### config.mk
export PLATFORM = sky130hd
export DESIGN_NAME = kd_point_feeder
export DESIGN_NICKNAME = d
export VERILOG_FILES = /design/src/rtl/kd_tree_pkg.sv /design/src/rtl/kd_skid_buffer.sv /design/src/rtl/kd_point_feeder.sv
export SDC_FILE = /design/constraint.sdc
export NUM_CORES = 1
export LEC_CHECK = 0
export CAP_MARGIN = 10
export CELL_PAD_IN_SITES_DETAIL_PLACEMENT = 1
export CELL_PAD_IN_SITES_GLOBAL_PLACEMENT = 1
export CORE_UTILIZATION = 36
export DETAILED_ROUTE_END_ITERATION = 16
export PLACE_DENSITY_LB_ADDON = 0.1
export SKIP_CTS_REPAIR_TIMING = 1
export SLEW_MARGIN = 10
export SYNTH_ARGS = -nofsm -noshare
export SYNTH_HDL_FRONTEND = slang
export SYNTH_SLANG_ARGS = --single-unit
### constraint.sdc
create_clock -name clk -period 3.8 [get_ports clk]
set_clock_uncertainty 0.1 [all_clocks]
set_input_delay 1.14 -clock clk [delete_from_list [all_inputs] [get_ports clk]]
set_output_delay 1.14 -clock clk [all_outputs]
set_load 0.05 [all_outputs]
### src/rtl/kd_tree_pkg.sv
// Shared sizing constants and feeder state encoding for the kd-tree k-means datapath.
package kd_tree_pkg;

    localparam int DIM        = 3;
    localparam int DATA_RANGE = 255;
    localparam int MAX_N      = 1000;
    localparam int MAX_ITER   = 16;

    localparam int DIM_SIZE     = $clog2(DATA_RANGE);
    localparam int CENTER_SIZE  = DIM * DIM_SIZE;
    localparam int COUNTER_SIZE = $clog2(MAX_N);
    localparam int AXIS_SIZE    = $clog2(DIM);
    localparam int DEPTH_SIZE   = $clog2(MAX_N);
    localparam int ITER_SIZE    = $clog2(MAX_ITER + 1);

    localparam logic [2:0] ST_IDLE   = 3'd0;
    localparam logic [2:0] ST_SORT   = 3'd1;
    localparam logic [2:0] ST_STREAM = 3'd2;
    localparam logic [2:0] ST_DRAIN  = 3'd3;
    localparam logic [2:0] ST_CHECK  = 3'd4;
    localparam logic [2:0] ST_DONE   = 3'd5;

endpackage

### src/rtl/kd_skid_buffer.sv
// Two-entry valid/ready FIFO absorbing one-cycle-late memory read data.
// Latency: a pushed word is visible at the head on the following cycle.
// Backpressure: head is held while i_rdy is low; writer must respect o_count.
module kd_skid_buffer
    import kd_tree_pkg::*;
#(
    parameter int WIDTH = CENTER_SIZE
) (
    input  logic             clk,
    input  logic             rst,
    input  logic             i_vld,
    input  logic [WIDTH-1:0] i_dat,
    output logic             o_vld,
    output logic [WIDTH-1:0] o_dat,
    input  logic             i_rdy,
    output logic [1:0]       o_count
);

    logic [WIDTH-1:0] r_mem [2];
    logic             r_wptr;
    logic             r_rptr;
    logic [1:0]       r_cnt;
    logic             w_push;
    logic             w_pop;

    assign w_push  = i_vld && (r_cnt != 2'd2);
    assign w_pop   = (r_cnt != 2'd0) && i_rdy;
    assign o_vld   = (r_cnt != 2'd0);
    assign o_dat   = r_mem[r_rptr];
    assign o_count = r_cnt;

    always_ff @(posedge clk) begin
        if (rst) begin
            r_mem[0] <= '0;
            r_mem[1] <= '0;
            r_wptr   <= 1'b0;
            r_rptr   <= 1'b0;
            r_cnt    <= 2'd0;
        end else begin
            if (w_push) begin
                r_mem[r_wptr] <= i_dat;
                r_wptr        <= ~r_wptr;
            end
            if (w_pop) begin
                r_rptr <= ~r_rptr;
            end
            r_cnt <= r_cnt + {1'b0, w_push} - {1'b0, w_pop};
        end
    end

endmodule

### src/rtl/kd_point_feeder.sv
// Sequences k-means iterations: sort the tree, stream every point into the root, drain, repeat.
// Latency: first point reaches point_out two cycles after STREAM entry, then one per cycle.
// Backpressure: point_ready low holds point_out/point_valid; reads are throttled to buffer space.
module kd_point_feeder
    import kd_tree_pkg::*;
#(
    parameter int dim        = DIM,
    parameter int data_range = DATA_RANGE,
    parameter int max_n      = MAX_N,
    parameter int max_iter   = MAX_ITER
) (
    input  logic                                        clk,
    input  logic                                        rst,
    input  logic                                        start,
    input  logic [$clog2(max_n)-1:0]                    n_points,
    output logic                                        mem_rd_en,
    output logic [$clog2(max_n)-1:0]                    mem_addr,
    input  logic [dim*$clog2(data_range)-1:0]           mem_data,
    output logic                                        en,
    output logic                                        sorting,
    input  logic                                        root_sort_done,
    output logic [dim*$clog2(data_range)-1:0]           point_out,
    output logic                                        point_valid,
    input  logic                                        point_ready,
    input  logic                                        tree_idle,
    input  logic                                        converged,
    output logic [$clog2(max_iter+1)-1:0]               iter_count,
    output logic                                        busy,
    output logic                                        done
);

    localparam int DS = $clog2(data_range);
    localparam int CS = dim * DS;
    localparam int NS = $clog2(max_n);
    localparam int IS = $clog2(max_iter + 1);

    logic [2:0]    r_state;
    logic [NS-1:0] r_n;
    logic [NS-1:0] r_addr;
    logic          r_rd_all;
    logic          r_inflight;
    logic [IS-1:0] r_iter;

    logic          w_stream;
    logic          w_buf_vld;
    logic [CS-1:0] w_buf_dat;
    logic [1:0]    w_buf_cnt;
    logic          w_pop;
    logic [2:0]    w_pending;
    logic          w_issue;
    logic          w_last_pop;
    logic [IS-1:0] w_iter_nxt;

    assign w_stream = (r_state == ST_STREAM);
    assign w_pop    = w_stream && w_buf_vld && point_ready;

    // Counting this cycle's pop lets a read go out every cycle under full-rate ready.
    assign w_pending  = {1'b0, w_buf_cnt} + {2'b0, r_inflight} - {2'b0, w_pop};
    assign w_issue    = w_stream && !r_rd_all && (w_pending < 3'd2);

    // With every read issued and nothing in flight, a lone buffered word is point n-1.
    assign w_last_pop = w_pop && r_rd_all && !r_inflight && (w_buf_cnt == 2'd1);
    assign w_iter_nxt = r_iter + 1'b1;

    kd_skid_buffer #(
        .WIDTH (CS)
    ) u_skid (
        .clk     (clk),
        .rst     (rst),
        .i_vld   (r_inflight),
        .i_dat   (mem_data),
        .o_vld   (w_buf_vld),
        .o_dat   (w_buf_dat),
        .i_rdy   (point_ready && w_stream),
        .o_count (w_buf_cnt)
    );

    always_ff @(posedge clk) begin
        if (rst) begin
            r_state    <= ST_IDLE;
            r_n        <= '0;
            r_addr     <= '0;
            r_rd_all   <= 1'b0;
            r_inflight <= 1'b0;
            r_iter     <= '0;
        end else begin
            r_inflight <= w_issue;
            if (w_issue) begin
                if (r_addr == r_n - 1'b1) begin
                    r_rd_all <= 1'b1;
                end else begin
                    r_addr <= r_addr + 1'b1;
                end
            end

            case (r_state)
                ST_IDLE: begin
                    if (start) begin
                        r_iter   <= '0;
                        r_addr   <= '0;
                        r_rd_all <= 1'b0;
                        if (n_points != '0) begin
                            r_n     <= n_points;
                            r_state <= ST_SORT;
                        end else begin
                            r_state <= ST_DONE;
                        end
                    end
                end
                ST_SORT: begin
                    if (root_sort_done) begin
                        r_state <= ST_STREAM;
                    end
                end
                ST_STREAM: begin
                    if (w_last_pop) begin
                        r_state <= ST_DRAIN;
                    end
                end
                ST_DRAIN: begin
                    if (tree_idle) begin
                        r_state <= ST_CHECK;
                    end
                end
                ST_CHECK: begin
                    r_iter <= w_iter_nxt;
                    if (converged || (w_iter_nxt == IS'(max_iter))) begin
                        r_state <= ST_DONE;
                    end else begin
                        r_state  <= ST_SORT;
                        r_addr   <= '0;
                        r_rd_all <= 1'b0;
                    end
                end
                ST_DONE: begin
                    r_state <= ST_IDLE;
                end
                default: begin
                    r_state <= ST_IDLE;
                end
            endcase
        end
    end

    assign mem_rd_en   = w_issue;
    assign mem_addr    = r_addr;
    assign en          = (r_state == ST_SORT) || w_stream || (r_state == ST_DRAIN);
    assign sorting     = (r_state == ST_SORT);
    assign point_out   = w_buf_dat;
    assign point_valid = w_stream && w_buf_vld;
    assign iter_count  = r_iter;
    assign busy        = (r_state != ST_IDLE);
    assign done        = (r_state == ST_DONE);

endmodule
== Yosys cells after proc, flatten, opt, wreduce, memory -nomap -nowiden ==
Memory sizes are Yosys's and may differ from the RTL's. A register that Yosys moved wholly into a read port is not among the register bits.
Cells that the tools add are included.
Storage, ports and cells
  register bits after elaboration: 34
  RAM bits: 48
  output and inout bits: 45
  memories kept: 1
Cells by class
  $add $sub $neg: 7
  magnitude comparators: 1
  eq/ne operators: 13
  mux-type cells: 29
  bitwise logic cells: 2
  reduce and logical (&&, ||, !) cells: 24
Memories
  u_skid.r_mem: words 2, bits a word 24, rd ports 1, clocked after memory_dff 1, wr ports 2, RTL line kd_skid_buffer.sv:19  | logic [WIDTH-1:0] r_mem [2];
Operators by type and width (count)
  two-way mux 10 bit: 4
  two-way mux 24 bit: 1
  OR reduction 24 bit: 1
  case mux 10 bit (2 select lines): 1
  two-way mux 3 bit: 6
  case mux 3 bit (5 select lines): 1
  two-way mux 1 bit: 13
  adder 10 x 1 -> 10 bit, second input constant: 1
  == test 10 bit: 1
  logical AND 1 bit: 10
  case mux 5 bit (2 select lines): 1
  nonzero test 10 bit: 1
  subtractor 10 x 1 -> 10 bit, second input constant: 1
  == test 3 x 2 -> 1 bit, second input constant: 2
  == test 3 bit, second input constant: 2
  inequality test 2 bit, second input constant: 3
  adder 5 x 1 -> 5 bit, second input constant: 1
  == test 5 bit, second input constant: 1
  two-way mux 5 bit: 1
  inequality test 2 x 1 -> 1 bit, second input constant: 2
  AND reduction 4 bit: 1
  nonzero test 2 bit: 2
  adder 2 x 1 -> 3 bit: 1
  == test 3 x 1 -> 1 bit, second input constant: 1
  other kinds (13): 17

== Longest topological paths before layout ==
Gate-level depths: netlist of run 1.
  depth after elaboration: 9
  mapped depth: 13
  mapped depth without buffers: 12

== Cells and area by module ==
Synthesis of run 1 repeated with hierarchy kept, for this count alone.
Unflattened totals
  cell total of the unflattened synthesis: 396
  area total of the unflattened synthesis: 4234.1 um^2
By module, submodules not included
  kd_skid_buffer: instances 1, cells an instance 180, area each 2397.3 um^2, sequential area each 1541.5 um^2
  kd_point_feeder: instances 1, cells an instance 216, area each 1836.8 um^2, sequential area each 600.6 um^2

== Worst setup path after synthesis of run 1 ==
Ideal clock, no wire load.
  path type: register to output
  from: register r_state[0]
  to: output mem_rd_en
  data arrival time: 3.430 ns
  data required time: 2.560 ns
  path slack: -0.870 ns
  stages on the path, launching flop included: 11
  buffers on the path: 2
  cells stage by stage: dfxtp_1 > clkbuf_1 > nor3_1 > a21boi_0 > and2_1 > ha_1 > nand2b_1 > fa_1 > xnor2_1 > and4b_1 > clkbuf_8
Between the ends
  cells in the longest elaborated chain, start to end: 6
Ends and longest elaborated chain
  start: declaration: RTL line kd_point_feeder.sv:37  | logic [2:0] r_state;
  start signal: assignment: RTL line kd_point_feeder.sv:80  | r_state <= ST_IDLE;
  start signal: assignment: RTL line kd_point_feeder.sv:104  | r_state <= ST_SORT;
  start signal: assignment: RTL line kd_point_feeder.sv:106  | r_state <= ST_DONE;
  == test 3 x 2 -> 1 bit: RTL line kd_point_feeder.sv:54  | assign w_stream = (r_state == ST_STREAM);
  logical AND 1 bit
  named net point_valid: RTL line kd_point_feeder.sv:23  | output logic point_valid,
  logical AND 1 bit: RTL line kd_point_feeder.sv:55  | assign w_pop = w_stream && w_buf_vld && point_ready;
  subtractor 3 x 1 -> 3 bit: RTL line kd_point_feeder.sv:58  | assign w_pending = {1'b0, w_buf_cnt} + {2'b0, r_inflight} - {2'b0, w_pop};
  < comparator 3 x 2 -> 1 bit: RTL line kd_point_feeder.sv:59  | assign w_issue = w_stream && !r_rd_all && (w_pending < 3'd2);
  logical AND 1 bit: RTL line kd_point_feeder.sv:59
  end: declaration: RTL line kd_point_feeder.sv:16  | output logic mem_rd_en,
The timed path passes the listed nets, and every way through them passes these cells.

== Worst setup path after layout of run 1 ==
  from: input point_ready
  to: output mem_rd_en
Between the ends
  cells in the longest elaborated chain, start to end: 4
Ends and longest elaborated chain
  start: declaration: RTL line kd_point_feeder.sv:24  | input logic point_ready,
  logical AND 1 bit: RTL line kd_point_feeder.sv:55
  subtractor 3 x 1 -> 3 bit: RTL line kd_point_feeder.sv:58
  < comparator 3 x 2 -> 1 bit: RTL line kd_point_feeder.sv:59
  logical AND 1 bit: RTL line kd_point_feeder.sv:59
No other way between the ends.

==> impl_metrics.env, run 1 <==
export IMPL_net_switching_power_w=0.000551
export IMPL_n_antenna_cell=0
export IMPL_postSynthCellCount=360
export IMPL_clock_sinks=83
export IMPL_post_synth_num_cell_types=53
export IMPL_grt_antenna_before_repair=0
export IMPL_run_status="finished with violations"
export IMPL_fin_crit_ns=3.91
export IMPL_tritoncts_clock_tree="done"
export IMPL_chipWidth_um=108
export IMPL_post_dp_cell_area_um2=5200
export IMPL_cts_htree_levels=3
export IMPL_detail_route_first_pass_iterations=4
export IMPL_reg2regPathDepth=12
export IMPL_placement_rows=38
export IMPL_total_power_w=0.00213
export IMPL_rsz0062_at_grt="yes"
export IMPL_layoutNonFillerInstCount=601
export IMPL_power_report_internal_total_w=0.00158
export IMPL_drv_cap=0
export IMPL_ys_async_sr_fraction=0
export IMPL_post_synth_top_area_fraction=0.353
export IMPL_detail_route_drc_violations=0
export IMPL_most_area_hungry_cell_type_in_the_yosys_netlist="sky130_fd_sc_hd__edfxtp_1"
export IMPL_pwr_density_cell_nw_per_um2=389
export IMPL_proportion_of_layout_cells_with_a_drive_suffix_above_1=0.165
export IMPL_synthTopCellsByArea="sky130_fd_sc_hd__edfxtp_1 35%, sky130_fd_sc_hd__dfxtp_1 17%, sky130_fd_sc_hd__and2_1 8.0%"
export IMPL_maximum_vdd_ir_drop_mv=0.181
export IMPL_grt_util_all_layers=0.177
export IMPL_post_route_period_util=1.03
export IMPL_startpoint_type="primary input"
export IMPL_mostFrequentLayoutCells="83 x sky130_fd_sc_hd__clkdlybuf4s50_1, 51 x sky130_fd_sc_hd__and2_1, 48 x sky130_fd_sc_hd__edfxtp_1"
export IMPL_setup_worst_path_end_class="output port"
export IMPL_grt_first_pass_wirelength_um=15800
export IMPL_worst_slew_margin_rel=0.363
export IMPL_num_nets_final=504
export IMPL_dp_cells=585
export IMPL_place_detailed_hpwl_um=6760
export IMPL_hold_slack_ns=0.422
export IMPL_yosysWarnings=0
export IMPL_finalWirelength_um=9470
export IMPL_pwr_share_seq=0.472
export IMPL_grt_start_max_net_pins=25
export IMPL_crit_fanout=2
export IMPL_synth_avg_cell_area_um2=11.3
export IMPL_antenna_left=0
export IMPL_drv_slew=0
export IMPL_finalSetupViolations=1
export IMPL_post_route_worst_setup_slack_ns=-0.111
export IMPL_die_height_um=108
export IMPL_cts_made_buffers=9
export IMPL_crit_arrival_ns=2.67
export IMPL_floorplan_core_area_um2=10900
export IMPL_finalInstanceArea_um2=5480
export IMPL_route_detailed_vias_per_inst=5.01
export IMPL_globalRoute_totalOverflow=0
export IMPL_synthesized_net_count=408
export IMPL_crit_path_cell_trace="buf_6, and2_4, ha_4, nand2b_4, fa_2, and4b_2, buf_12"
export IMPL_path_class="primary input to output port"
export IMPL_swShare=0.258
export IMPL_post_synthesis_instance_area_um2=4080
export IMPL_hold_crit_depth=2
export IMPL_floorplan_io_pins=86
export IMPL_failed_checks="negative setup slack"
export IMPL_area_delta_synth_final_pct=34.4
export IMPL_clkPwrFrac=0.369
export IMPL_number_of_synthesized_flops_with_an_enable_pin=48
export IMPL_crit_path_top_delay_cell="sky130_fd_sc_hd__fa_2"
export IMPL_first_global_vias=3218
export IMPL_first_drt_iteration_drcs=59
export IMPL_floorplan_die_area_um2=11800
export IMPL_synth_ff_latch_count=83
export IMPL_worst_path_largest_cell_delay_ns=0.52
export IMPL_io_buffer_count=85
export IMPL_total_leakage_power_nw=2.03
export IMPL_worstSkewPairLatency_ns=0.33
export IMPL_gp_congestion=0.754
export IMPL_cts_root_to_sink_buffers=2
export IMPL_dp_slack_ns=-0.579
export IMPL_dr_total_vias=3013
export IMPL_clock_tree_root_cell="sky130_fd_sc_hd__clkbuf_16"
export IMPL_synth_ff_type="sky130_fd_sc_hd__edfxtp_1"
export IMPL_worstPathRequired_ns=2.56
export IMPL_layout_commonest_cell="sky130_fd_sc_hd__clkdlybuf4s50_1"
export IMPL_drt_wirelength_per_cell_um=15.7
export IMPL_power_share_combinational=0.160
export IMPL_part_of_the_yosys_area_used_for_sequential_elements=0.525
export IMPL_worstMarginPinSlew_ns=0.954
export IMPL_hold_viol=0
export IMPL_timing_fmax_mhz=256
export IMPL_clk_pin_slew_worst_paths_ns=0.06
export IMPL_starting_density_of_the_core=0.373
export IMPL_min_delay_path_class="flop to flop"
==> state kept, by name, summed over array words and instances (netlist names), named ones only <==
register and flops:
iter_count 5, mem_addr 10, r_inflight 1, r_n 10
r_rd_all 1, r_state 3, u_skid.o_count 2, u_skid.r_mem 48
u_skid.r_rptr 1, u_skid.r_wptr 1
==> cell usage after synthesis, types with 9 or more instances <==
cell,instances
sky130_fd_sc_hd__nor2_1,30
sky130_fd_sc_hd__edfxtp_1,48
sky130_fd_sc_hd__and2_1,52
sky130_fd_sc_hd__nor3_1,9
sky130_fd_sc_hd__inv_1,9
sky130_fd_sc_hd__mux2i_1,13
sky130_fd_sc_hd__xnor2_1,14
sky130_fd_sc_hd__o21ai_0,9
sky130_fd_sc_hd__clkbuf_1,13
sky130_fd_sc_hd__nand2_1,9
sky130_fd_sc_hd__a21oi_1,10
sky130_fd_sc_hd__mux2_2,24
sky130_fd_sc_hd__dfxtp_1,35
==> final timing paths <==
check                startpoint            end  slack (ns)
setup / recovery    point_ready      mem_rd_en       -0.11
hold / removal    u_skid.r_rptr  u_skid.r_rptr        0.42
setup reg to reg     r_state[1]    mem_addr[9]        0.56
hold reg to reg   u_skid.r_rptr  u_skid.r_rptr        0.42
==> per-stage QoR <==
step	setup TNS (ns)	util
5_1_grt	-0.143	0.501
3_3_place_gp	-1.72	0.475
2_1_floorplan	0	-
4_1_cts	-0.614	0.499
6_report	-0.111	0.501
3_5_place_dp	-1.72	0.475
==> power by group through the flow <==
stage | Sequential (W) | Combinational, W | Clock (W)
after CTS | 0.00101 | 0.000344 | 0.000811
after global routing | 0.00101 | 0.000367 | 0.000849
after detailed placement | 0.00103 | 0.000342 | 0
after floorplan | 0.00102 | 0.000212 | 0
final | 0.00101 | 0.000341 | 0.000786
after global placement | 0.00102 | 0.000337 | 0
==> critical path: cells and delay by family <==
kind	cells	cell delay [ns]
and+or+nand+nor	3	0.56
adders and majority gates	2	0.72
buffers and inverters	2	0.25
==> layer usage <==
metal	routed length, um	up-vias	global-route usage
met5	0	-	0
met4	148	0	0.0724
met3	397	12	0.0325
met2	4830	61	0.314
met1	4080	1463	0.209
li1	-	1477	-
==> cell type report <==
type | count | area [um2]
Timing Repair Buffer | 102 | 990
Tap cell | 140 | 175
Fill cell | 1183 | 5450
Inverter | 9 | 33.8
Clock inverter | 5 | 30.0
Clock buffer | 11 | 233
Sequential cell | 83 | 2140
Multi-Input combinational cell | 251 | 1880
==> cells by family (layout without fill, tap and decap cells) <==
| kind of cell | count (synthesis) | in the layout | share of synthesized area |
|---|---|---|---|
| and+or+nand+nor | 142 | 142 | 0.199 |
| DFF | 83 | 83 | 0.525 |
| AOI/OAI and AO/OA | 44 | 44 | 0.0776 |
| muxes | 37 | 37 | 0.0982 |
| buffers and inverters | 26 | 127 | 0.0282 |
| xor gates and xnor gates | 21 | 21 | 0.0485 |
| adders and majority gates | 7 | 7 | 0.0233 |
Note: power is estimated with default switching activity, not from simulation.
==> inputs of run 2 (changes only) <==
--- a/config.mk
+++ b/config.mk
@@ -9,6 +9,7 @@
 export CELL_PAD_IN_SITES_DETAIL_PLACEMENT = 1
 export CELL_PAD_IN_SITES_GLOBAL_PLACEMENT = 1
 export CORE_UTILIZATION = 36
+export CTS_CLUSTER_DIAMETER = 30
 export DETAILED_ROUTE_END_ITERATION = 16
 export PLACE_DENSITY_LB_ADDON = 0.1
 export SKIP_CTS_REPAIR_TIMING = 1
==> constraint.sdc (replaced) <==
create_clock -name clk -period 3.8 [get_ports clk]
set_clock_uncertainty 0.1 [all_clocks]
set_input_delay 1.14 -clock clk [delete_from_list [all_inputs] [get_ports clk]]
set_output_delay 1.14 -clock clk [all_outputs]
set_load 0.01 [all_outputs]
==> impl_metrics.env, run 2 (same netlist as run 1, synthesis figures left out) <==
export IMPL_post_dp_cell_area_um2=5190
export IMPL_dr_total_vias=3038
export IMPL_worstPathRequired_ns=2.56
export IMPL_grt_antenna_before_repair=0
export IMPL_failed_checks="negative setup slack"
export IMPL_grt_start_max_net_pins=26
export IMPL_path_class="primary input to output port"
export IMPL_setup_worst_path_end_class="output port"
export IMPL_drv_slew=0
export IMPL_io_buffer_count=85
export IMPL_maximum_vdd_ir_drop_mv=0.226
export IMPL_dp_slack_ns=-1.00
export IMPL_floorplan_die_area_um2=11800
export IMPL_crit_fanout=2
export IMPL_layout_commonest_cell="sky130_fd_sc_hd__clkdlybuf4s50_1"
export IMPL_crit_arrival_ns=2.70
export IMPL_mostFrequentLayoutCells="83 x sky130_fd_sc_hd__clkdlybuf4s50_1, 51 x sky130_fd_sc_hd__and2_1, 48 x sky130_fd_sc_hd__edfxtp_1"
export IMPL_total_power_w=0.00214
export IMPL_hold_start="u_skid.r_rptr"
export IMPL_grt_first_pass_wirelength_um=15200
export IMPL_hold_viol=0
export IMPL_worstPathBufferInverterCount=2
export IMPL_run_status="finished with violations"
export IMPL_timing_fmax_mhz=254
export IMPL_post_route_worst_setup_slack_ns=-0.142
export IMPL_n_antenna_cell=0
export IMPL_worst_setup_path_startpoint="point_ready"
export IMPL_first_drt_iteration_drcs=67
export IMPL_grt_util_all_layers=0.172
export IMPL_chipWidth_um=108
export IMPL_clock_sinks=83
export IMPL_crit_path_cell_trace="buf_6, and2_4, ha_4, nand2b_4, fa_2, and4b_2, buf_6"
export IMPL_total_leakage_power_nw=2.05
export IMPL_starting_density_of_the_core=0.373
export IMPL_final_core_utilization=0.503
export IMPL_fin_crit_ns=3.94
export IMPL_gp_congestion=0.806
export IMPL_place_detailed_hpwl_um=6750
export IMPL_antenna_left=0
export IMPL_pwr_density_cell_nw_per_um2=389
export IMPL_drt_wirelength_per_cell_um=16.0
export IMPL_crit_top_cell="sky130_fd_sc_hd__buf_6"
export IMPL_min_delay_path_class="flop to flop"
export IMPL_clk_pin_slew_worst_paths_ns=0.06
export IMPL_floorplan_core_area_um2=10900
export IMPL_rsz0062_at_grt="yes"
export IMPL_clock_tree_root_cell="sky130_fd_sc_hd__clkbuf_16"
export IMPL_reg2reg_from="r_state[1]"
export IMPL_post_route_period_util=1.04
export IMPL_globalRoute_totalOverflow=0
export IMPL_hold_slack_ns=0.418
export IMPL_placement_rows=38
export IMPL_route_detailed_vias_per_inst=5.03
export IMPL_critical_path_top_delay_family="adder cells"
export IMPL_die_height_um=108
export IMPL_detail_route_first_pass_iterations=4
export IMPL_proportion_of_layout_cells_with_a_drive_suffix_above_1=0.168
export IMPL_registers_top_by_ff_count="u_skid.r_mem"
export IMPL_first_global_vias=3083
export IMPL_floorplan_io_pins=86
export IMPL_finalSetupViolations=1
export IMPL_crit_path_top_delay_cell="sky130_fd_sc_hd__fa_2"
export IMPL_drv_cap=0
export IMPL_tritoncts_clock_tree="done"
export IMPL_number_of_flip_flops_in_the_largest_register=48
export IMPL_num_nets_final=507
export IMPL_worst_slew_margin_rel=0.416
export IMPL_startpoint_type="primary input"
export IMPL_finalInstanceArea_um2=5500
export IMPL_worstMarginPinSlew_ns=0.867
export IMPL_cts_made_buffers=9
export IMPL_worst_path_largest_cell_delay_ns=0.56
export IMPL_detail_route_drc_violations=0
export IMPL_area_delta_synth_final_pct=34.9
export IMPL_cts_htree_levels=3
export IMPL_cts_root_to_sink_buffers=2
export IMPL_finalWirelength_um=9650
export IMPL_worstSkewPairLatency_ns=0.33
run 2: cell type report:
cell class                      instances  area, um2
Inverter                                9       33.8
Clock buffer                           11        233
Clock inverter                          5       55.1
Sequential cell                        83       2140
Multi-Input combinational cell        251       1860
Fill cell                            1211       5430
Timing Repair Buffer                  105       1000
Tap cell                              140        175
run 2: final timing paths:
check                  endpoint  slack, ns  depth (start not counted)
setup reg to reg    mem_addr[9]       0.48                         12
setup / recovery      mem_rd_en      -0.14                          7
hold / removal    u_skid.r_rptr       0.42                          2
hold reg to reg   u_skid.r_rptr       0.42                          2
run 2: worst reg2reg max path, delay by kind of cell (launching register included):
family / cells / cell delay, ns
AOI/OAI and AO/OA: 3 / 0.51
adders and majority gates: 2 / 0.75
buffers and inverters: 2 / 0.23
DFF: 1 / 0.33
and+or+nand+nor: 5 / 1.33
run 2: metal layers:
metal / routed length, um / global-route usage
met5: 0 / 0
met4: 100 / 0.0695
met3: 327 / 0.0277
met1: 4300 / 0.207
met2: 4920 / 0.304
run 2: stage by stage:
step | TNS [ns] | instances
after floorplan | 0 | 360
after global placement | -1.73 | 588
after detailed placement | -2.24 | 588
after CTS | -1.06 | 604
after global routing | -0.165 | 604
final | -0.142 | 604
run 2: report_power, final:
group | switching (W) | internal (W) | total, W
Sequential | 0.0000205 | 0.000984 | 0.00100
Clock | 0.000349 | 0.000507 | 0.000857
Combinational | 0.000126 | 0.000155 | 0.000280
Total | 0.000495 | 0.00165 | 0.00214
